--- src/rtl/mod_arbiter.sv ---
// Round-robin front end sharing one modular-reduction engine between N_REQ requesters.
// Captures operands, sequences engine start/done, rejects mod==0 and aborts on engine hang.
`timescale 1ns/1ps
module mod_arbiter #(
  parameter int N_REQ   = 4,
  parameter int TIMEOUT = 1024
) (
  input  logic                 Clk,
  input  logic                 Reset,
  input  logic [N_REQ-1:0]     req,
  input  logic [16*N_REQ-1:0]  req_k,
  input  logic [8*N_REQ-1:0]   req_mod,
  output logic [N_REQ-1:0]     gnt,
  output logic [N_REQ-1:0]     rsp_valid,
  output logic [7:0]           rsp_out,
  output logic                 rsp_err,
  output logic                 busy,
  output logic                 eng_start,
  output logic [15:0]          eng_k,
  output logic [7:0]           eng_mod,
  input  logic                 eng_done,
  input  logic [7:0]           eng_out
);

  localparam int IW = $clog2(N_REQ);
  localparam int TW = $clog2(TIMEOUT);

  typedef enum logic [1:0] {
    S_IDLE  = 2'd0,
    S_ISSUE = 2'd1,
    S_WAIT  = 2'd2,
    S_RESP  = 2'd3
  } state_t;

  state_t            state_r;
  logic [IW-1:0]     rr_ptr_r;
  logic [IW-1:0]     id_r;
  logic [TW-1:0]     timer_r;
  logic [N_REQ-1:0]  gnt_r;
  logic [N_REQ-1:0]  rsp_valid_r;
  logic [7:0]        rsp_out_r;
  logic              rsp_err_r;
  logic              busy_r;
  logic              eng_start_r;
  logic [15:0]       eng_k_r;
  logic [7:0]        eng_mod_r;

  logic [IW-1:0]     pick_id_s;
  logic              pick_vld_s;
  logic [15:0]       pick_k_s;
  logic [7:0]        pick_mod_s;

  function automatic logic [N_REQ-1:0] to_onehot(input logic [IW-1:0] idx);
    logic [N_REQ-1:0] v;
    v      = '0;
    v[idx] = 1'b1;
    return v;
  endfunction

  function automatic logic [IW-1:0] rot_idx(input logic [IW-1:0] base, input int off);
    return IW'((int'(base) + off) % N_REQ);
  endfunction

  // Round-robin pick: scanning from the highest offset down lets the offset closest to rr_ptr win.
  always_comb begin
    pick_vld_s = 1'b0;
    pick_id_s  = '0;
    for (int j = N_REQ - 1; j >= 0; j--) begin
      pick_id_s  = req[rot_idx(rr_ptr_r, j)] ? rot_idx(rr_ptr_r, j) : pick_id_s;
      pick_vld_s = pick_vld_s | req[rot_idx(rr_ptr_r, j)];
    end
  end

  // Operand mux for the selected requester.
  always_comb begin
    pick_k_s   = 16'd0;
    pick_mod_s = 8'd0;
    for (int j = 0; j < N_REQ; j++) begin
      pick_k_s   = (pick_id_s == IW'(j)) ? req_k[16*j +: 16] : pick_k_s;
      pick_mod_s = (pick_id_s == IW'(j)) ? req_mod[8*j +: 8] : pick_mod_s;
    end
  end

  // Transaction FSM; every output is a register so nothing combinational reaches gnt from req.
  always_ff @(posedge Clk or posedge Reset) begin
    if (Reset) begin
      state_r     <= S_IDLE;
      rr_ptr_r    <= '0;
      id_r        <= '0;
      timer_r     <= '0;
      gnt_r       <= '0;
      rsp_valid_r <= '0;
      rsp_out_r   <= 8'd0;
      rsp_err_r   <= 1'b0;
      busy_r      <= 1'b0;
      eng_start_r <= 1'b0;
      eng_k_r     <= 16'd0;
      eng_mod_r   <= 8'd0;
    end else begin
      gnt_r       <= '0;
      rsp_valid_r <= '0;
      rsp_out_r   <= 8'd0;
      rsp_err_r   <= 1'b0;
      eng_start_r <= 1'b0;
      case (state_r)
        S_IDLE: begin
          if (pick_vld_s) begin
            id_r        <= pick_id_s;
            eng_k_r     <= pick_k_s;
            eng_mod_r   <= pick_mod_s;
            gnt_r       <= to_onehot(pick_id_s);
            eng_start_r <= (pick_mod_s != 8'd0);
            busy_r      <= 1'b1;
            state_r     <= S_ISSUE;
          end else begin
            state_r     <= S_IDLE;
          end
        end
        S_ISSUE: begin
          timer_r <= '0;
          if (eng_mod_r != 8'd0) begin
            state_r <= S_WAIT;
          end else begin
            rsp_valid_r <= to_onehot(id_r);
            rsp_err_r   <= 1'b1;
            state_r     <= S_RESP;
          end
        end
        S_WAIT: begin
          // A completion on the last allowed cycle still counts as success.
          if (eng_done) begin
            rsp_valid_r <= to_onehot(id_r);
            rsp_out_r   <= eng_out;
            state_r     <= S_RESP;
          end else if (timer_r == TW'(TIMEOUT - 1)) begin
            rsp_valid_r <= to_onehot(id_r);
            rsp_err_r   <= 1'b1;
            state_r     <= S_RESP;
          end else begin
            timer_r <= timer_r + TW'(1);
          end
        end
        S_RESP: begin
          rr_ptr_r <= (id_r == IW'(N_REQ - 1)) ? '0 : id_r + IW'(1);
          busy_r   <= 1'b0;
          state_r  <= S_IDLE;
        end
        default: begin
          busy_r  <= 1'b0;
          state_r <= S_IDLE;
        end
      endcase
    end
  end

  assign gnt       = gnt_r;
  assign rsp_valid = rsp_valid_r;
  assign rsp_out   = rsp_out_r;
  assign rsp_err   = rsp_err_r;
  assign busy      = busy_r;
  assign eng_start = eng_start_r;
  assign eng_k     = eng_k_r;
  assign eng_mod   = eng_mod_r;

endmodule
--- config.mk ---
export PLATFORM = sky130hd
export DESIGN_NAME = mod_arbiter
export DESIGN_NICKNAME = d
export VERILOG_FILES = /design/src/rtl/mod_arbiter.sv
export SDC_FILE = /design/constraint.sdc
export NUM_CORES = 1
export LEC_CHECK = 0
export CAP_MARGIN = 20
export CELL_PAD_IN_SITES_DETAIL_PLACEMENT = 1
export CELL_PAD_IN_SITES_GLOBAL_PLACEMENT = 1
export CORE_MARGIN = 2
export CORE_UTILIZATION = 33
export CTS_CLUSTER_DIAMETER = 30
export DETAILED_ROUTE_END_ITERATION = 7
export GPL_TIMING_DRIVEN = 0
export PLACE_DENSITY = 0.85
export SLEW_MARGIN = 20
export SYNTH_ARGS = -nofsm -noshare
export SYNTH_HDL_FRONTEND = slang
export SYNTH_SLANG_ARGS = --single-unit
--- constraint.sdc ---
create_clock -name Clk -period 3.1 [get_ports Clk]
set_input_delay 0.62 -clock Clk [delete_from_list [all_inputs] [get_ports Clk]]
set_output_delay 0.62 -clock Clk [all_outputs]
set_load 0.05 [all_outputs]
==> impl_metrics.py <==
metrics = {
    "run_status": {
        "status": "finished, final reports clean",
    },
    "floorplan": {
        "fp.coreArea_um2": 9774,
        "die_width_um": 104.2,
        "die_area_um2": 10850,
        "top_level_ports": 154,
        "die-height_um": 104.2,
        "start_util_pct": 33.88,
        "rows": 36,
    },
    "pwr": {
        "power.switching_mw": 2.256,
        "seqPwrFrac_pct": 24.9,
        "powerDensity_nw_per_um2": 937.4,
        "switching_share_pct": 45.57,
        "power_frac_clock_pct": 17.5,
        "pwr-share-comb_pct": 57.6,
        "leakage_nw": 2.215,
        "internal-power_mw": 2.695,
        "vdd_ir_drop_max_mv": 0.6493,
    },
    "logic_synthesis": {
        "async_reset_ff_share_pct": 100.0,
        "synth_area_um2": 3312,
        "synth_warnings": 0,
        "avgSynthCellArea_um2": 10.04,
        "ys_top_cells_by_count": "dfrtp_1, a22oi_1, mux2_2, nand2_1, o21ai_0",
        "synth_top_family_by_area": "compound AO/OA/AOI/OAI gates",
        "synthCells": 330,
        "synth_xor_xnor_area_share_pct": 1.058,
        "synth_area_leaders": "dfrtp_1, mux2_2, a22oi_1",
        "ys_ff_latch": 59,
        "synthSimpleGateAreaFrac_pct": 17.94,
        "synth-compound-area-share_pct": 20.82,
        "syn_nets": 450,
        "yosys_most_used_dff": "dfrtp_1",
        "netlist.area_leader.share_pct": 44.58,
        "synthMuxAreaShare_pct": 8.085,
        "synth_area_leader_cell": "dfrtp_1",
        "synth_edf_count": 0,
        "yosysMostFrequentCell": "dfrtp_1",
        "synth-seq-area-share_pct": 44.58,
        "synth_fa_ha_area_share_pct": 3.400,
        "synth.distinct_cells": 49,
    },
    "worst_setup_path": {
        "crit_path_max_fanout": 10,
        "crit_path_end_kind": "flip-flop",
        "worstPathRequired_ns": 3.34,
        "cp.arrival_ns": 3.14,
        "worstSetupStartpointType": "input pin",
        "critPathKind": "in2reg",
    },
    "sta": {
        "hold_violations": 0,
        "setup_viol": 0,
        "fmax_mhz": 345.5,
        "relSlewSlack_pct": 37.19,
        "tns_ns": 0,
        "worst_slew_pin_slew_ns": 0.9300,
        "drv_slew": 0,
        "rsz0062_at_grt": "no",
        "fin_crit_ns": 2.895,
        "period_share_pct": 93.38,
        "finalClockSkew_ns": 0.01248,
    },
    "finish": {
        "nNetsFinal": 615,
        "fin_area_um2": 5283,
        "utilization_pct": 54.05,
        "syn2layout_area_growth_pct": 59.50,
        "drive_gt1_share_pct": 11.40,
        "antenna_cells": 0,
    },
    "global_routing": {
        "grt_max_degree": 58,
        "grt_pass1_vias": 3600,
        "antenna_found_initial": 0,
        "grt.overflow.total": 0,
        "grtUsageTotal_pct": 21.18,
        "grt_pass1_wl_mm": 18.44,
    },
    "drt": {
        "via_per_inst": 5.254,
        "drt_wl_total_mm": 11.26,
        "dr_total_vias": 3326,
        "ant_nets": 0,
        "drc": 0,
        "wl_per_cell_um": 17.79,
        "drtIter0Drc": 103,
        "firstDrtPassIters": 4,
    },
    "clock_tree": {
        "clk_latency_ns": 0.33,
        "root_buffer": "clkbuf_8",
        "path_clk_slew_ns": 0.07,
        "cts_hold_buffers": 0,
        "post_cts_buffers": 0,
        "cts_tree": "done",
        "numClockSinks": 59,
        "cts_inserted_buffers": 9,
        "htreeDepth": 3,
        "cts-resized-gates": 0,
        "clk_path_buf_depth": 2,
    },
    "placement": {
        "port_buffers": 153,
        "placedInstanceArea_um2": 5040,
        "hpwl_mm": 8.744,
        "globalplace.congestion": 0.9238,
    },
    "hold_path": {
        "hold_class": "in2async",
    },
    "flow_run": {
        "max_cap_violations": 0,
    },
}
-- power by group through the flow --
stage	Clock [mW]	Combinational, mW	Sequential [mW]
floorplan	0	1.20	1.89
global placement	0	2.77	1.22
detailed placement	0	2.86	1.25
CTS	0.876	2.87	1.24
global route	0.915	3.07	1.27
finish	0.865	2.85	1.23
-- cell families after synthesis --
kind of cell	Yosys count
AOI/OAI and AO/OA	95
xor gates and xnor gates	4
adders and majority gates	9
buffers and inverters	32
DFF	59
muxes	24
and+or+nand+nor	107
-- critical path, cell delays in order --
cell             delay (ns)
clkdlybuf4s50_1        0.46
o41ai_1                0.89
clkbuf_1               0.45
clkbuf_1               0.43
a22oi_1                0.18
o21ai_0                0.11
-- layout make-up --
cell class / instances / area [um^2]
repair buffers: 154 / 1559
clock inverters: 4 / 97.59
flip-flops and latches: 59 / 1476
fillers: 1104 / 4492
plain buffers: 21 / 95.09
multi-input cells: 239 / 1699
clock buffers: 12 / 145.1
well taps: 133 / 166.4
inverters: 11 / 43.79
-- metrics by stage --
| step | hold WS, ns | std cells | worst slack, ns | power [mW] |
|---|---|---|---|---|
| 2_1_floorplan | 0.4770 | 330 | 0.7825 | 3.095 |
| 3_3_place_gp | 0.4897 | 616 | -0.1081 | 3.991 |
| 3_5_place_dp | 0.5143 | 617 | -0.1656 | 4.103 |
| 4_1_cts | 0.5155 | 633 | 0.1782 | 4.986 |
| 5_1_grt | 0.5221 | 633 | 0.0007991 | 5.262 |
| 6_report | 0.5194 | 633 | 0.2053 | 4.952 |
-- metal layers --
metal / global-route usage (%) / vias to the layer above / wire length, um / share of wire, %
li1: - / 1562 / - / -
met1: 25.01 / 1646 / 4647 / 41
met2: 38.72 / 102 / 5918 / 53
met3: 4.386 / 16 / 529 / 4.7
met4: 5.985 / 0 / 164 / 1.5
met5: 0 / - / 0 / 0
-- cell usage in the layout (no fill, tap or decap), types with 9 or more instances in the layout --
cell type        synthesis  final
clkdlybuf4s50_1          0    153
dfrtp_1                 59     59
a22oi_1                 32     32
mux2_2                  22     22
nand2_1                 21     21
o21ai_0                 20     20
nor2_1                  18     18
and3_1                  17     17
nand3_1                 13     13
clkbuf_1                10     12
a211o_1                 10     10
buf_2                   10     10
inv_1                   11     10
clkbuf_8                 0     10
ha_1                     9      9
-- worst paths after layout --
| check | slack, ns | cells past startpoint | from | end |
|---|---|---|---|---|
| setup / recovery | 0.21 | 6 | req[1] | eng_k[15] |
| hold / removal | 0.52 | 2 | Reset | gnt[3] |
| setup reg to reg | 0.69 | 7 | rr_ptr_r[0] | eng_start |
| hold reg to reg | 0.53 | 2 | eng_k[9] | eng_k[9] |
| max in group asynchronous | 2.11 | 3 | Reset | eng_mod[2] |
| min in group Clk | 0.53 | 2 | eng_k[9] | eng_k[9] |
-- flip-flops by register name, summed over array words and instances (netlist names) --
signal / cells
gnt: 4
eng_mod: 8
state_r: 2
rsp_out: 8
rsp_valid: 4
busy: 1
rsp_err: 1
eng_k: 16
id_r: 2
timer_r: 10
eng_start: 1
rr_ptr_r: 2
No activity file was read; power rests on OpenSTA's default activity.
